**src/rtl/pipe_fetch.sv**
```systemverilog
// -----------------------------------------------------------------------------
// pipe_fetch
//
// Fetch stage of a five-stage Y86-64 style pipeline.
// It chooses the fetch address, splits the instruction bytes into fields,
// predicts the next PC, and registers the fetched instruction into the
// F->D pipeline register.
//
// Ports
//   clk          rising-edge clock for all state
//   rst          asynchronous, active-high reset
//   F_stall      hold predPC
//   D_stall      hold the D register (takes priority over D_bubble)
//   D_bubble     load a nop bubble into the D register
//   M_icode      memory-stage icode
//   M_cnd        memory-stage branch condition
//   M_valA       memory-stage fall-through address
//   W_icode      write-back-stage icode
//   W_valM       write-back-stage return address
//   imem_data    10 instruction bytes at f_pc, little-endian, byte0 = [7:0]
//   imem_error   f_pc is not a valid instruction address
//   f_pc         combinational fetch address
//   D_*          registered decode-stage fields
// -----------------------------------------------------------------------------
module pipe_fetch (
    input  logic        clk,
    input  logic        rst,
    input  logic        F_stall,
    input  logic        D_stall,
    input  logic        D_bubble,
    input  logic [3:0]  M_icode,
    input  logic        M_cnd,
    input  logic [63:0] M_valA,
    input  logic [3:0]  W_icode,
    input  logic [63:0] W_valM,
    input  logic [79:0] imem_data,
    input  logic        imem_error,
    output logic [63:0] f_pc,
    output logic [2:0]  D_stat,
    output logic [3:0]  D_icode,
    output logic [3:0]  D_ifun,
    output logic [3:0]  D_rA,
    output logic [3:0]  D_rB,
    output logic [63:0] D_valC,
    output logic [63:0] D_valP
);

    localparam logic [3:0] I_HALT  = 4'h0;
    localparam logic [3:0] I_NOP   = 4'h1;
    localparam logic [3:0] I_JXX   = 4'h7;
    localparam logic [3:0] I_CALL  = 4'h8;
    localparam logic [3:0] I_RET   = 4'h9;
    localparam logic [3:0] I_MAX   = 4'hB;
    localparam logic [3:0] R_NONE  = 4'hF;

    localparam logic [2:0] S_AOK = 3'd1;
    localparam logic [2:0] S_HLT = 3'd2;
    localparam logic [2:0] S_ADR = 3'd3;
    localparam logic [2:0] S_INS = 3'd4;

    typedef struct packed {
        logic [2:0]  stat;
        logic [3:0]  icode;
        logic [3:0]  ifun;
        logic [3:0]  ra;
        logic [3:0]  rb;
        logic [63:0] valc;
        logic [63:0] valp;
    } dreg_t;

    localparam dreg_t D_BUBBLE = '{
        stat:  S_AOK,
        icode: I_NOP,
        ifun:  4'h0,
        ra:    R_NONE,
        rb:    R_NONE,
        valc:  64'd0,
        valp:  64'd0
    };

    logic [63:0] pred_pc_q;
    logic [63:0] pred_pc_d;
    dreg_t       d_reg_q;
    dreg_t       d_reg_d;

    logic [3:0]  f_icode;
    logic [3:0]  f_ifun;
    logic        need_regids;
    logic        need_valc;
    logic [3:0]  f_ra;
    logic [3:0]  f_rb;
    logic [63:0] f_valc;
    logic [63:0] f_valp;
    logic [2:0]  f_stat;

    // A mispredicted jump (taken was predicted) has highest priority, then a
    // returning ret, otherwise follow the prediction made last cycle.
    always_comb begin
        f_pc = pred_pc_q;
        if (M_icode == I_JXX && !M_cnd) begin
            f_pc = M_valA;
        end else if (W_icode == I_RET) begin
            f_pc = W_valM;
        end
    end

    // A bad fetch address turns the instruction into a nop so nothing
    // downstream acts on garbage bytes; the ADR status still flags it.
    always_comb begin
        f_icode = imem_data[7:4];
        f_ifun  = imem_data[3:0];
        if (imem_error) begin
            f_icode = I_NOP;
            f_ifun  = 4'h0;
        end
    end

    always_comb begin
        need_regids = 1'b0;
        need_valc   = 1'b0;
        case (f_icode)
            4'h2, 4'h6, 4'hA, 4'hB: need_regids = 1'b1;
            4'h3, 4'h4, 4'h5: begin
                need_regids = 1'b1;
                need_valc   = 1'b1;
            end
            4'h7, 4'h8: need_valc = 1'b1;
            default: begin
                need_regids = 1'b0;
                need_valc   = 1'b0;
            end
        endcase
    end

    // The constant word starts right after the register byte when there is
    // one, otherwise right after the opcode byte.
    always_comb begin
        f_ra   = R_NONE;
        f_rb   = R_NONE;
        f_valc = 64'd0;
        if (need_regids) begin
            f_ra = imem_data[15:12];
            f_rb = imem_data[11:8];
        end
        if (need_valc) begin
            f_valc = need_regids ? imem_data[79:16] : imem_data[71:8];
        end
    end

    // Wraps modulo 2^64 by construction of the 64-bit sum.
    assign f_valp = f_pc + 64'd1 + {63'd0, need_regids} + {60'd0, need_valc, 3'b000};

    always_comb begin
        f_stat = S_AOK;
        if (imem_error) begin
            f_stat = S_ADR;
        end else if (f_icode > I_MAX) begin
            f_stat = S_INS;
        end else if (f_icode == I_HALT) begin
            f_stat = S_HLT;
        end
    end

    // Jumps are predicted taken and calls always go to their target.
    always_comb begin
        pred_pc_d = pred_pc_q;
        if (!F_stall) begin
            pred_pc_d = (f_icode == I_JXX || f_icode == I_CALL) ? f_valc : f_valp;
        end
    end

    // Stall outranks bubble so a held instruction is never lost.
    always_comb begin
        d_reg_d = d_reg_q;
        if (!D_stall) begin
            if (D_bubble) begin
                d_reg_d = D_BUBBLE;
            end else begin
                d_reg_d.stat  = f_stat;
                d_reg_d.icode = f_icode;
                d_reg_d.ifun  = f_ifun;
                d_reg_d.ra    = f_ra;
                d_reg_d.rb    = f_rb;
                d_reg_d.valc  = f_valc;
                d_reg_d.valp  = f_valp;
            end
        end
    end

    always_ff @(posedge clk or posedge rst) begin
        if (rst) begin
            pred_pc_q <= 64'd0;
            d_reg_q   <= D_BUBBLE;
        end else begin
            pred_pc_q <= pred_pc_d;
            d_reg_q   <= d_reg_d;
        end
    end

    assign D_stat  = d_reg_q.stat;
    assign D_icode = d_reg_q.icode;
    assign D_ifun  = d_reg_q.ifun;
    assign D_rA    = d_reg_q.ra;
    assign D_rB    = d_reg_q.rb;
    assign D_valC  = d_reg_q.valc;
    assign D_valP  = d_reg_q.valp;

endmodule

```
**config.mk**
```make
export PLATFORM = sky130hd
export DESIGN_NAME = pipe_fetch
export DESIGN_NICKNAME = d
export VERILOG_FILES = /design/src/rtl/pipe_fetch.sv
export SDC_FILE = /design/constraint.sdc
export NUM_CORES = 1
export LEC_CHECK = 0
export BUFFER_PORTS_ARGS = -buffer_cell sky130_fd_sc_hd__buf_4
export CORE_MARGIN = 2
export CORE_UTILIZATION = 25
export DETAILED_ROUTE_END_ITERATION = 8
export PLACE_DENSITY_LB_ADDON = 0.1
export SYNTH_ARGS = -nofsm -noshare
export SYNTH_HDL_FRONTEND = slang
export SYNTH_SLANG_ARGS = --single-unit
```
**constraint.sdc**
```tcl
create_clock -name clk -period 8.3 [get_ports clk]
set_clock_uncertainty 0.05 [all_clocks]
set_input_delay 0.415 -clock clk [delete_from_list [all_inputs] [get_ports clk]]
set_output_delay 0.415 -clock clk [all_outputs]
set_load 0.05 [all_outputs]
```
==> Word-level counts from Yosys, hierarchy flattened <==
Cells that the tools add are included.
{ "classes": {"addsub": 3, "n_mul": 0, "div": 0, "n_lt_le_gt_ge": 1, "eq_ne": 11, "n_shift": 0, "mux": 15, "n_bitwise": 0, "n_reduce_logical": 6} }
{ "op_table": {"columns": ["op", "count"], "rows": [
  ["$mux W64", 5],
  ["$mux W147", 1],
  ["$add A64 B1 Y64", 1],
  ["$add A64 B1 Y64 const B", 1],
  ["$add A64 B4 Y64", 1],
  ["$eq A4 B3 Y1 const B", 5],
  ["$eq A4 B4 Y1 const B", 4],
  ["$mux W4", 4],
  ["$eq A4 B2 Y1 const B", 2],
  ["$reduce_or A7 Y1", 1],
  ["$mux W3", 2],
  ["$reduce_or A5 Y1", 1],
  ["$gt A4 B4 Y1 const B", 1],
  ["$logic_not A4 Y1", 1],
  ["$mux W1", 2],
  ["$mux W2", 1],
  ["$logic_and A1 B1 Y1", 1],
  ["$logic_not A1 Y1", 1],
  ["$logic_or A1 B1 Y1", 1]
]} }
{ "word_totals": {"register_bits": 211, "latch_bits": 0, "ram_bits": 0, "romBits": 0, "inputBits": 223, "out_inout_bits": 211, "wordCells": 44, "n_memories": 0} }

==> Longest topological paths before layout <==
Gate-level depths: netlist (run 1).
{ "depth": {"word_depth": 7, "mapped_depth": 27, "depth_no_buf": 17} }

==> Worst setup path after synthesis (run 1) <==
OpenSTA, ideal clock, no wires.
{ "synth_timing": {"kind": "input-to-reg", "from": "input W_icode[2]", "to": "register pred_pc_q[54]", "setup_ns": 0.130, "t_arrival_ns": 5.785, "required_time_ns": 8.120, "path_slack_ns": 2.335, "cell_stages": 23, "n_path_buf": 10, "cell_sequence": "and4bb_1 -> buf_6 -> buf_8 -> buf_6 -> buf_6 -> buf_6 -> buf_6 -> buf_2 -> buf_2 -> mux2i_1 -> o21ai_0 -> ha_1 -> and3_1 -> a31oi_1 -> o31ai_2 -> and3_1 -> buf_2 -> nand4_4 -> or3_1 -> buf_2 -> or4_1 -> xor2_1 -> o21ai_1"} }
{ "synth_between": {"elab_chain_cells": 7} }
{ "synth_lines": {"columns": ["element", "line", "rtl"], "rows": [
  ["start: declaration", "34", "input logic [3:0] W_icode,"],
  ["$eq A4 B4 Y1", "102", "end else if (W_icode == I_RET) begin"],
  ["$mux W64", "102", null],
  ["$mux W64", "100", "if (M_icode == I_JXX && !M_cnd) begin"],
  ["via f_pc[1]", "38", "output logic [63:0] f_pc,"],
  ["$add A64 B1 Y64 (2 in series)", "151", "assign f_valp = f_pc + 64'd1 + {63'd0, need_regids} + {60'd0, need_valc, 3'b000};"],
  ["$add A64 B4 Y64", "151", null],
  ["$mux W64", "168", "pred_pc_d = (f_icode == I_JXX || f_icode == I_CALL) ? f_valc : f_valp;"],
  ["end signal: assignment", "195", "pred_pc_q <= pred_pc_d;"],
  ["end: declaration", "81", "logic [63:0] pred_pc_q;"]
]} }
The timed path passes the listed nets, and every way through them passes these cells.
A chain may end at the register's enable or synchronous reset.

==> Final worst setup path (run 1) <==
{ "layout_timing": {"from": "input M_icode[3]", "to": "register d_reg_q (netlist bit D_valP[63])"} }
{ "layout_between": {"elab_chain_cells": 7} }
{ "layout_lines": {"columns": ["element", "line", "rtl"], "rows": [
  ["start: declaration", "31", "input logic [3:0] M_icode,"],
  ["$eq A4 B3 Y1", "100", null],
  ["$logic_and A1 B1 Y1", "100", null],
  ["$mux W64", "100", null],
  ["$add A64 B1 Y64 (2 in series)", "151", null],
  ["$add A64 B4 Y64", "151", null],
  ["$mux W147", "176", "if (D_bubble) begin"],
  ["end signal: assignment", "196", "d_reg_q <= d_reg_d;"],
  ["end: declaration", "83", "dreg_t d_reg_q;"]
]} }
No other way between the ends.

==> flow_summary.toml, run 1 <==
[timing]
rsz0062_at_grt = "no"
slew_violations = 0
finalCritPeriodShare_pct = 59.1
tightest_slew_ns = 1.16
relSlewSlack_pct = 22.4
final.min_clock_period_ns = 4.91
tns_ns = 0
setup_viol = 0
finalHoldViolations = 0
fmax_mhz = 204

[route]
drc_errors = 0
firstDrtPassIters = 5
routed_wl_um = 63000
vias = 12700
initialDrtViolationCount = 846
wire_per_inst_um = 25.1
vias_per_cell = 5.05
postRouteAntennaNets = 0

[power]
p_leak_nw = 8.21
power.switching_w = 0.00161
combPwrFrac_pct = 37.2
sw_frac_of_total_pct = 40.9
total_power_w = 0.00395
p_int_w = 0.00233
p_seq_share_pct = 32.0
ir_worst_vdd_mv = 0.120
pwr_density_cell_mw_per_mm2 = 229
clkPwrFrac_pct = 30.8

[setup_path]
worstSetupStartpointType = "primary input"
crit_buf_inv = 4
cp_top_family = "simple AND/OR/NAND/NOR gates"
crit_fanout = 27
cp-end-kind = "flip-flop"
cp_slowest_cell = "or3_1"
worstSetupPathType = "in2reg"
cp.arrival_ns = 5.31
crit_chain = "buf_4 > nor4bb_4 > buf_4 > nand2_2 > nand2_1 > o21a_1 > inv_1 > ha_1 > nand2b_1 > nor2_1 > a221oi_1 > nor4_4 > buf_4 > nand3_1 > or3_1 > nand3b_1 > xnor2_1 > a22o_1"
max_stage_delay_ns = 0.66
cpMostUsedCell = "buf_4"
crit_required_ns = 8.70

[cts]
post_cts_buffers = 0
cts_htree_levels = 1
cts-resized-gates = 0
clock_latency_ns = 0.57
cts_sinks = 211
cts_made_buffers = 29
cts_root_buffer = "clkbuf_16"
clk_pin_slew_ns = 0.07
hold_buffers = 5
tritoncts = "done"
cts_max_path_buffers = 3

[synthesis]
yosysTopAreaCellShare_pct = 40.1
synth-xor-area-share_pct = 4.26
synth-compound-area-share_pct = 20.5
yosys.area.top_type = "dfrtp_1"
synth_nets = 1662
muxShareOfSynthArea_pct = 9.82
synth_area_mm2 = 0.0125
synth_top_family_by_area = "compound AO/OA/AOI/OAI gates"
synth_top_flop_cell = "dfrtp_1"
synthDistinctLibCells = 66
synth_edf_count = 0
synth_area_leaders = "dfrtp_1 40%, nand2_1 8.9%, a22o_1 8.2%"
syn_avg_cell_area_um2 = 8.73
synth-adder-area-share_pct = 0.299
synthArstFlopShare_pct = 100
synth_simple_gate_area_share_pct = 17.5
syn_inst = 1436
synth-seq-cells = 211
yosys_warnings = 0
yosysSeqAreaShare_pct = 42.2

[placement]
hpwlAfterDp_um = 47000
io_buffers = 433
gp_congestion = 0.847

[global_routing]
globalRouteOverflowTotal = 0
grt_pass1_wl_um = 91100
grtUsageTotal_pct = 23.6
grt_max_degree = 90
antenna_found_initial = 5
grt_pass1_vias = 12900

[die]
core_area_mm2 = 0.0499
initial_core_util_pct = 25.1
ios = 434
num_rows = 82
die_y_um = 228
die_x_um = 228
dieArea_mm2 = 0.0519

[finish]
finish.utilization_pct = 34.6
drive_gt1_share_pct = 30.1
syn_to_final_growth_pct = 37.8
final_nets = 2041
fillers = 5382

[run_status]
outcome = "finished clean"

[min_path]
hold_class = "in2reg"

[job]
drv_cap = 0
path summary, 6_finish.rpt:
check | end | depth (start not counted) | slack (ns) | start
worst min register to register | D_rA[3] | 2 | 0.42 | D_rA[3]
worst min-delay path | D_rB[0] | 3 | 0.05 | imem_data[8]
min in group asynchronous | D_valC[10] | 3 | 0.40 | rst
worst max register to register | D_valP[63] | 15 | 4.41 | pred_pc_q[0]
worst max-delay path | D_valP[63] | 18 | 3.39 | M_icode[3]
max in group asynchronous | pred_pc_q[13] | 4 | 6.28 | rst
power by group through the flow:
stage               registers [W]  clock network [W]  logic [W]
finish                    0.00126            0.00122    0.00147
global route              0.00128            0.00128    0.00156
CTS                       0.00126            0.00125    0.00148
detailed placement        0.00128                  0    0.00148
global placement          0.00128                  0    0.00147
floorplan                 0.00144                  0   0.000747
layout by cell type, fill, tap and decap left out, types with 12 or more instances in the layout:
cell type	Yosys	layout
buf_4	2	450
nand2_1	297	296
dfrtp_1	201	201
a22o_1	118	118
o21ai_0	111	111
a21oi_1	100	99
mux2i_1	92	92
nor2_1	79	77
inv_1	45	43
xnor2_1	43	43
nand3_1	35	35
clkbuf_16	0	29
mux2_2	22	22
xor2_1	18	18
nor3_1	17	17
nand4_1	13	13
nor4_1	13	13
a21o_1	14	12
registers in the layout, indices dropped and copies added, names as in the netlist:
signal,flops
D_valC,64
D_rA,4
D_icode,4
D_ifun,4
D_stat,3
D_rB,4
D_valP,64
pred_pc_q,64
cell families after synthesis:
family	count (synthesis)
and+or+nand+nor	494
AOI/OAI and AO/OA	395
DFF	211
buffers and inverters	153
muxes	119
xor gates and xnor gates	61
adders and majority gates	3
tightest hold or removal path, cell delays in order:
cell     delay (ns)
buf_4          0.11
nor2_1         0.09
a21oi_1        0.05
cell usage after synthesis (17+ instances only):
| cell | n |
|---|---|
| a21oi_1 | 100 |
| a22o_1 | 118 |
| clkbuf_1 | 76 |
| dfrtp_1 | 201 |
| inv_1 | 45 |
| mux2_2 | 22 |
| mux2i_1 | 92 |
| nand2_1 | 297 |
| nand3_1 | 35 |
| nor2_1 | 79 |
| nor3_1 | 17 |
| o21ai_0 | 111 |
| xnor2_1 | 43 |
| xor2_1 | 18 |
stage by stage:
| stage | setup slack [ns] | hold WS [ns] | std cells | area (µm²) |
|---|---|---|---|---|
| global placement | 2.95 | 0.402 | 2451 | 16300 |
| finish | 3.39 | 0.0486 | 2509 | 17300 |
| CTS | 3.50 | 0.0126 | 2505 | 17300 |
| global route | 3.14 | 0.0353 | 2509 | 17300 |
| detailed placement | 2.89 | 0.405 | 2451 | 16300 |
| floorplan | 2.09 | 0.396 | 1436 | 12500 |
metal layers:
layer / global-route usage, % / part of all wire [%] / routed length, µm
met1: 30.7 / 43 / 27000
met2: 39.7 / 48 / 30500
met3: 4.86 / 6.6 / 4170
met4: 6.35 / 2.2 / 1410
met5: 0 / 0 / 0
layout make-up:
cell class | instances | area (µm²) | area share [%]
Clock inverter | 9 | 76.3 | 0.442
Clock buffer | 40 | 817 | 4.73
Sequential cell | 211 | 5290 | 30.6
Timing Repair Buffer | 456 | 3440 | 19.9
Inverter | 45 | 176 | 1.02
Multi-Input combinational cell | 1072 | 6620 | 38.3
Antenna cell | 4 | 10.0 | 0.0580
Tap cell | 672 | 841 | 4.87
No activity file was read; power rests on OpenSTA's default activity.
==> run 2, diff against run 1 <==
--- a/config.mk
+++ b/config.mk
@@ -5,6 +5,7 @@
 export SDC_FILE = /design/constraint.sdc
 export NUM_CORES = 1
 export LEC_CHECK = 0
+export ABC_AREA = 1
 export BUFFER_PORTS_ARGS = -buffer_cell sky130_fd_sc_hd__buf_4
 export CORE_MARGIN = 2
 export CORE_UTILIZATION = 25
==> constraint.sdc (replaced) <==
create_clock -name clk -period 4.3 [get_ports clk]
set_clock_uncertainty 0.05 [all_clocks]
set_input_delay 0.215 -clock clk [delete_from_list [all_inputs] [get_ports clk]]
set_output_delay 0.215 -clock clk [all_outputs]
set_load 0.05 [all_outputs]
==> run 2 against run 1 <==
Effect of this change:
- first-iteration DRC count increased by 43%
- combinational power increased by 130%
- final cell count increased by 38%
- via count increased by 35%
- area after synthesis increased by 17%
- global-route usage increased by 3.1 points
- hold slack got worse by 0.035 ns
- sequential cell count unchanged
- register-to-register slack got worse by 3.3 ns
- critical path type unchanged
- synthesized cell count increased by 57%
- total power increased by 120%
==> flow_summary.toml, run 2 <==
[run_status]
outcome = "finished clean"

[timing]
slew_violations = 0
setup_viol = 0
holdWs_ns = 0.0139
fmax_mhz = 270
tns_ns = 0
tightest_slew_ns = 0.891
finalHoldViolations = 0
rsz0062_at_grt = "no"
setup_ws_ns = 0.603
final.min_clock_period_ns = 3.70
relSlewSlack_pct = 40.2
finalCritPeriodShare_pct = 86.0

[synthesis]
yosysTopAreaCellShare_pct = 34.4
synth_top_flop_cell = "dfrtp_1"
yosysSeqAreaShare_pct = 36.2
synth-seq-cells = 211
synthDistinctLibCells = 35
synth_nets = 2487
synth_top_cells_by_count = "872 x nand2_1, 253 x nand3_1, 201 x dfrtp_1, 190 x nor2_1, 160 x o21ai_0"
yosysMostFrequentCell = "nand2_1"
synthArstFlopShare_pct = 100
syn_inst = 2261
synth_area_mm2 = 0.0146
synth_edf_count = 0
yosys.area.top_type = "dfrtp_1"
syn_avg_cell_area_um2 = 6.47
synth_area_leaders = "dfrtp_1 34%, nand2_1 22%, nand3_1 8.7%"
yosys_warnings = 0

[power]
p_leak_nw = 10.1
pwr_density_cell_mw_per_mm2 = 427
ir_worst_vdd_mv = 0.342

[setup_path]
cp-end-kind = "flip-flop"
worstSetupPathType = "in2reg"
crit_required_ns = 4.74
cp.arrival_ns = 4.14
worstSetupStartpointType = "primary input"
crit_fanout = 6

[global_routing]
grtUsageTotal_pct = 26.6
globalRouteOverflowTotal = 0
grt_pass1_vias = 17200
grt_max_degree = 104
grt_pass1_wl_um = 118000
antenna_found_initial = 0

[min_path]
hold_class = "in2reg"

[finish]
layout_commonest_cell = "nand2_1"
antenna_cells = 0
mostFrequentLayoutCells = "869 x nand2_1, 453 x buf_4, 253 x nand3_1, 201 x dfrtp_1, 188 x nor2_1"
fillers = 6434
syn_to_final_growth_pct = 38.2
drive_gt1_share_pct = 21.2
final_nets = 2909

[die]
die_y_um = 246
initial_core_util_pct = 25.3
dieArea_mm2 = 0.0605
ios = 434
core_area_mm2 = 0.0578
die_x_um = 246
num_rows = 88

[job]
drv_cap = 0

[placement]
io_buffers = 433
gp_congestion = 0.947
place_ws_ns = 0.657
hpwlAfterDp_um = 64700

[route]
routed_wl_um = 82900
postRouteAntennaNets = 0
drc_errors = 0
wire_per_inst_um = 23.9
vias = 17100
initialDrtViolationCount = 1207
vias_per_cell = 4.91
firstDrtPassIters = 6

[cts]
clock_latency_ns = 0.61
clk_pin_slew_ns = 0.06
cts-resized-gates = 0
cts_made_buffers = 29
cts_max_path_buffers = 3
cts_sinks = 211
cts_root_buffer = "clkbuf_16"
cts_htree_levels = 1
tritoncts = "done"
==> run 2: cells by family after synthesis <==
logic type               after synthesis  synth area share [%]
flip-flops                           211                  36.2
adder cells (fa/ha/maj)                3                 0.257
AND/OR/NAND/NOR                     1437                  41.8
buffers and inverters                265                  7.70
XOR/XNOR                              24                  1.44
AO/OA/AOI/OAI                        321                  12.6
==> run 2: layout make-up <==
class	instances	area [µm²]	share of cell area, %
well taps	765	957	4.73
clock inverters	8	180	0.891
flip-flops and latches	211	5290	26.2
inverters	134	507	2.51
repair buffers	522	4160	20.6
clock buffers	46	880	4.35
multi-input cells	1785	8240	40.8
==> run 2: metrics by stage <==
step | area [µm²] | std cells | utilization (%) | total power, W
2_1_floorplan | 14600 | 2261 | - | 0.00451
3_3_place_gp | 18500 | 3355 | 32.1 | 0.00588
3_5_place_dp | 18500 | 3355 | 32.1 | 0.00587
4_1_cts | 20200 | 3471 | 35.0 | 0.00871
5_1_grt | 20200 | 3471 | 35.0 | 0.00902
6_report | 20200 | 3471 | 35.0 | 0.00863
==> run 2: layer usage <==
metal	vias up	GRT usage, %	wire (µm)	share of wire (%)
met5	-	0	0	0
met4	0	7.25	2110	2.5
met3	79	2.40	3510	4.2
met2	503	47.0	41200	50
met1	8315	34.6	36000	43
li1	8158	-	-	-
==> run 2: path summary, 6_finish.rpt <==
kind	startpoint	end	slack [ns]	cells after the start
setup / recovery	imem_data[7]	pred_pc_q[28]	0.60	22
hold / removal	imem_data[35]	D_valC[19]	0.01	3
setup reg to reg	pred_pc_q[0]	pred_pc_q[28]	1.10	17
hold reg to reg	pred_pc_q[37]	pred_pc_q[37]	0.43	2
max in group asynchronous	rst	D_valC[9]	2.86	4
min in group asynchronous	rst	D_stat[2]	0.27	3
==> run 2: repair_timing <==
item	in CTS	in global routing
endpoints found under the setup margin	0	0
buffers inserted	0	0
hold buffers	62	0
hold endpoints to repair	91	0
==> run 2: worst max-delay path, cell delays in order <==
cell	delay (ns)
dlygate4sd3_1	0.54
buf_4	0.15
inv_1	0.10
nor2_1	0.05
inv_1	0.07
nor2_1	0.04
nand2_1	0.08
inv_1	0.05
a21oi_1	0.34
clkinv_1	0.25
ha_1	0.38
nand2_1	0.07
inv_1	0.06
nand3_1	0.07
nand2_1	0.18
nand2_1	0.11
nor2_1	0.64
nor2_1	0.08
nor2_1	0.35
nand2_1	0.18
nand2_1	0.09
nand2_1	0.04
==> run 2: report_power, final <==
group / internal (W) / switching [W] / total [W]
Sequential: 0.00225 / 0.000190 / 0.00244
Combinational: 0.000956 / 0.00248 / 0.00344
Clock: 0.00170 / 0.00106 / 0.00275
Total: 0.00490 / 0.00373 / 0.00863
